<file path="src/rtl/serial_mantissa_adder_pkg.sv">
// Shared constants for the mantissa datapath: FSM encoding and default mantissa width.
// Used by alignment, the serial adder and normalisation.
package serial_mantissa_adder_pkg;

    localparam int MANT_W = 24;

    localparam logic [1:0] ST_IDLE = 2'd0;
    localparam logic [1:0] ST_RUN  = 2'd1;
    localparam logic [1:0] ST_DONE = 2'd2;

    typedef enum logic [1:0] {
        S_IDLE = ST_IDLE,
        S_RUN  = ST_RUN,
        S_DONE = ST_DONE
    } state_t;

endpackage

</file>
<file path="src/rtl/serial_mantissa_adder_fa.sv">
// Single-bit full-adder cell.
// Latency: combinational.
// Backpressure: none.
module serial_mantissa_adder_fa (
    input  logic a,
    input  logic b,
    input  logic ci,
    output logic s,
    output logic co
);

    assign s  = a ^ b ^ ci;
    assign co = (a & b) | (ci & (a ^ b));

endmodule

</file>
<file path="src/rtl/serial_mantissa_adder.sv">
// Bit-serial mantissa adder: {cout,sum} = a + b + cin, one bit per cycle through one full-adder cell.
// Latency: start accepted at edge T -> done during the cycle after edge T+WIDTH.
// Backpressure: start is ignored while busy; nothing is queued. A start in the DONE cycle is accepted.
module serial_mantissa_adder
    import serial_mantissa_adder_pkg::*;
#(
    parameter int WIDTH = MANT_W
) (
    input  logic             clk,
    input  logic             rst,
    input  logic             start,
    input  logic [WIDTH-1:0] a,
    input  logic [WIDTH-1:0] b,
    input  logic             cin,
    output logic             busy,
    output logic             done,
    output logic [WIDTH-1:0] sum,
    output logic             cout
);

    localparam int CW = $clog2(WIDTH + 1);
    localparam logic [CW-1:0] LAST = CW'(WIDTH - 1);

    state_t state_q, state_d;

    logic [WIDTH-1:0] a_sh, b_sh, ps_sh, ps_next;
    logic             carry;
    logic [CW-1:0]    count;
    logic             fa_s, fa_co;
    logic             accept, last;

    serial_mantissa_adder_fa u_fa (
        .a  (a_sh[0]),
        .b  (b_sh[0]),
        .ci (carry),
        .s  (fa_s),
        .co (fa_co)
    );

    assign accept = start && (state_q != S_RUN);
    assign last   = (state_q == S_RUN) && (count == LAST);
    assign busy   = (state_q == S_RUN);
    assign done   = (state_q == S_DONE);

    // LSB-first: each new sum bit enters at the top, so after WIDTH shifts the word is aligned.
    always_comb begin
        ps_next = ps_sh >> 1;
        ps_next[WIDTH-1] = fa_s;
    end

    always_comb begin
        state_d = state_q;
        case (state_q)
            S_IDLE:  if (start) state_d = S_RUN;
            S_RUN:   if (last) state_d = S_DONE;
            S_DONE:  state_d = start ? S_RUN : S_IDLE;
            default: state_d = S_IDLE;
        endcase
    end

    always_ff @(posedge clk) begin
        if (rst) begin
            state_q <= S_IDLE;
        end else begin
            state_q <= state_d;
        end
    end

    always_ff @(posedge clk) begin
        if (rst) begin
            a_sh  <= '0;
            b_sh  <= '0;
            ps_sh <= '0;
            carry <= 1'b0;
            count <= '0;
            sum   <= '0;
            cout  <= 1'b0;
        end else if (accept) begin
            a_sh  <= a;
            b_sh  <= b;
            ps_sh <= '0;
            carry <= cin;
            count <= '0;
        end else if (state_q == S_RUN) begin
            a_sh  <= a_sh >> 1;
            b_sh  <= b_sh >> 1;
            ps_sh <= ps_next;
            carry <= fa_co;
            count <= count + CW'(1);
            if (last) begin
                sum  <= ps_next;
                cout <= fa_co;
            end
        end
    end

endmodule

</file>
<file path="config.mk">
export PLATFORM = sky130hd
export DESIGN_NAME = serial_mantissa_adder
export DESIGN_NICKNAME = d
export VERILOG_FILES = /design/src/rtl/serial_mantissa_adder_pkg.sv /design/src/rtl/serial_mantissa_adder_fa.sv /design/src/rtl/serial_mantissa_adder.sv
export SDC_FILE = /design/constraint.sdc
export NUM_CORES = 1
export LEC_CHECK = 0
export ABC_AREA = 1
export CAP_MARGIN = 5
export CORE_MARGIN = 1.5
export CORE_UTILIZATION = 45
export CTS_CLUSTER_DIAMETER = 60
export DETAILED_ROUTE_END_ITERATION = 12
export PLACE_DENSITY = 0.79
export SLEW_MARGIN = 15
export SYNTH_ARGS = -nofsm -noshare
export SYNTH_HDL_FRONTEND = slang
export SYNTH_SLANG_ARGS = --single-unit
</file>
<file path="constraint.sdc">
create_clock -name clk -period 3.75 [get_ports clk]
set_input_delay 0.75 -clock clk [delete_from_list [all_inputs] [get_ports clk]]
set_output_delay 0.75 -clock clk [all_outputs]
set_load 0.02 [all_outputs]
</file>
==> flow_results.org <==
** Outcome
- The run finished with clean final reports.

** Routing
- After the first detailed-routing iteration, the DRC count stood at 202.
- Wire length after detailed routing :: 9987 um
- In the routed layout, each cell is associated on average with a via count of 5.073.
- After detailed routing, the average wire length per cell comes to 11.79 um.
- Post-route DRC :: 0
- Number of nets still failing antenna checks after routing :: 0
- Total via count after detailed routing :: 4,297
- For this run, the detailed router's first-pass iteration total came to 4.

** Power
- Power Internal :: 0.001505 W
- Of the total power, registers draw 55.3%.
- Share of total power in the clock network :: 30.7%
- Sw power :: 0.0006062 W
- Maximum vdd ir drop :: 0.2131 mV
- The analysis attributes to cell leakage a power of 2.389 nW.
- Net switching is 28.72% of the power.
- In this run the power density over the cells is 384.4 nW/um^2.
- Combinational cell fraction of total power :: 14.0%

** STA
- Headroom to the max-slew limit came out at 37.44%.
- Final Cycle Share :: 72.84%
- Unrepaired setup endpoints after global routing :: false
- Total negative setup slack :: 0 ps
- Final hold violation count :: 0
- Final setup margin :: 1019 ps
- Achievable clock frequency :: 366.1 MHz
- The count of final max-slew check failures came to 0.
- Final count of negative-setup-slack endpoints :: 0
- The clock period could shrink to 2731 ps.
- Clock skew on the completed layout was measured at 7.261 ps.
- For the pin with the worst max-slew slack, the measured transition is 937.4 ps.

** Clocking
- Post-CTS Resized :: 0
- Clock-pin slew was measured on the worst setup and hold paths at 100 ps.
- Counting every sink on the clock net gives 104.
- Number of buffers added by the clock tree synthesis step :: 9
- Clock insertion delay at the later pin of the skew report :: 360 ps
- In this run the post-CTS setup repair buffer count came out at 0.
- The longest clock path from root to sink contains 2 buffers.
- Hold-fix buffers, CTS :: 0
- The H-tree was split into 3 levels.
- TritonCTS clock tree :: yes
- The tree is rooted in a sky130_fd_sc_hd__clkbuf_8.

** Die
- The die is 103.9 um wide.
- Core Region :: 9819 um^2
- Die Height :: 103.9 um
- Row count :: 36
- Once the floorplan was initialized, standard cells occupied 46.67% of the core.
- Number of placed I/O pins :: 79
- Floorplan die area :: 10,800 um^2

** Worst setup path
- Of all nets on the critical path, the largest fanout is 24.
- The worst setup path is captured at an output port.
- STA classifies the critical path startpoint as a flop.
- WP data required :: 3000 ps
- The worst setup path is of the reg -> out kind.
- CP Data Arrival Time :: 1980 ps

** Place
- Placer Congestion :: 0.7958
- At the placement stage, the worst setup path has a slack of 1186 ps.
- Post-detail-place hpwl :: 6449 um
- IO buf count :: 78
- Area of placed instances :: 5310 um^2

** Cells and area
- The repair_antennas step left the layout with diodes totalling 0.
- Number of fill cells in the layout :: 968
- Layout cells sized above 1 :: 4.202%
- In the final layout, flip-flops and latches occupy 2082 um^2.
- # nets final :: 763
- The multi-input combinational cells in the finished layout cover a total of 1997 um^2.
- Cell area after layout :: 5492 um^2
- Layout Area Growth over Synthesis :: 19.82%

** GRT
- Met1 track utilization from global routing :: 20.84%
- The first global-routing pass estimated 16,940 um of wire.
- Via count of the first global-routing pass :: 4,019
- After global routing, the most crowded layer is met2.
- Entering global routing, the biggest net connects 95 pins.
- Met2 capacity usage during global routing :: 34.11%
- Initial antenna violation count :: 0
- Global routing used 4.135% of the available met3 tracks.
- Global routing used 18.63% of the available tracks across all layers.
- Total global routing overflow :: 0

** Logic synthesis
- Number of warnings printed during yosys synthesis :: 0
- After technology mapping, the gate count stands at 665.
- Number of register bits inferred by synthesis :: 104
- Total nets after synthesis :: 719
- Sequential-to-total area share from yosys stat :: 45.43%
- Post-synth cell types :: 21
- The mapped netlist covers 4583 um^2.
- Post-synthesis average cell area :: 6.892 um^2

** Hold path
- Class of the tightest hold or removal check :: reg -> reg

** Run
- Max-cap violations in this run came to 0.
through the flow:
| stage | utilization (%) | power, W | hold WS, ps | cells |
|---|---|---|---|---|
| 6_report | 55.93 | 0.002111 | 464.5 | 847 |
| 5_1_grt | 55.93 | 0.002207 | 483.3 | 847 |
| 4_1_cts | 55.91 | 0.002129 | 469.1 | 847 |
| 3_5_place_dp | 54.08 | 0.001488 | 453.3 | 831 |
| 3_3_place_gp | 54.08 | 0.001478 | 436.2 | 831 |
| 2_1_floorplan | - | 0.001407 | 426.6 | 665 |
logic make-up after synthesis:
| kind of cell | synth area share, % |
|---|---|
| AND/OR/NAND/NOR | 37.18 |
| flip-flops | 45.43 |
| XOR/XNOR | 0.1911 |
| buffers and inverters | 11.11 |
| AO/OA/AOI/OAI | 5.378 |
| adder cells (fa/ha/maj) | 0.7098 |
registers in the layout, indices dropped and copies added, names as in the netlist:
| signal | count |
|---|---|
| a_sh | 24 |
| ps_sh | 23 |
| state_q | 2 |
| sum | 24 |
| cout | 1 |
| b_sh | 24 |
| count | 5 |
| carry | 1 |
worst max-delay path: stages, from the launching register on:
cell	delay (ps)
sky130_fd_sc_hd__dfxtp_1	450
sky130_fd_sc_hd__inv_2	70
sky130_fd_sc_hd__nor2_4	390
sky130_fd_sc_hd__clkdlybuf4s50_1	700
placed cells by master (no fill, tap or decap):
cell / count
sky130_fd_sc_hd__o31ai_1: 1
sky130_fd_sc_hd__buf_2: 1
sky130_fd_sc_hd__clkdlybuf4s50_1: 77
sky130_fd_sc_hd__nand2_1: 188
sky130_fd_sc_hd__clkbuf_8: 9
sky130_fd_sc_hd__ha_1: 1
sky130_fd_sc_hd__inv_8: 1
sky130_fd_sc_hd__xor2_1: 1
sky130_fd_sc_hd__clkinv_4: 1
sky130_fd_sc_hd__nor2_4: 1
sky130_fd_sc_hd__dfxtp_1: 104
sky130_fd_sc_hd__inv_2: 3
sky130_fd_sc_hd__a21oi_2: 1
sky130_fd_sc_hd__o21ai_0: 1
sky130_fd_sc_hd__buf_4: 5
sky130_fd_sc_hd__inv_1: 63
sky130_fd_sc_hd__a21oi_1: 45
sky130_fd_sc_hd__clkinvlp_4: 3
sky130_fd_sc_hd__nor2_1: 29
sky130_fd_sc_hd__inv_6: 1
sky130_fd_sc_hd__nand2_4: 1
sky130_fd_sc_hd__nor2_2: 1
sky130_fd_sc_hd__clkinv_2: 2
sky130_fd_sc_hd__nand3_1: 173
sky130_fd_sc_hd__fa_1: 1
Yosys cell counts (all sizes together):
master  number  area share, %
a21oi       46            5.1
buf         42            5.0
clkbuf       8           0.66
dfxtp      104             45
fa           1           0.44
ha           1           0.27
inv         67            5.5
nand2      189             16
nand3      173             19
nor2        31            2.8
o21ai        1           0.11
o31ai        1           0.16
xor2         1           0.19
final timing paths:
path,startpoint,endpoint,slack (ps),cells past startpoint
worst min-delay path,a_sh[2],a_sh[1],460,2
worst min register to register,a_sh[2],a_sh[1],460,2
worst max-delay path,state_q[0],busy,1020,3
worst max register to register,state_q[0],sum[17],1330,6
per-layer routing:
layer | up-vias | routed length (um) | part of all wire [%]
met1 | 1958 | 4437 | 44
met4 | 0 | 140 | 1.4
li1 | 2203 | - | -
met2 | 121 | 4906 | 49
met5 | - | 0 | 0
met3 | 15 | 502 | 5.0
area by class of cell:
| class | count | share of cell area, % |
|---|---|---|
| clock buffer | 9 | 2.256 |
| sequential | 104 | 37.91 |
| clock inverter | 7 | 1.025 |
| inverter | 67 | 4.602 |
| tap | 133 | 3.030 |
| timing repair buffer | 83 | 14.81 |
| multi-input combinational | 444 | 36.36 |
power groups by stage:
stage	registers [W]	logic, W	clock network (W)
global route	0.00117	0.000331	0.000703
floorplan	0.00119	0.000220	0
finish	0.00117	0.000296	0.000648
CTS	0.00117	0.000296	0.000666
global placement	0.00119	0.000286	0
detailed placement	0.00119	0.000295	0
(Power assumes the default switching activity.)
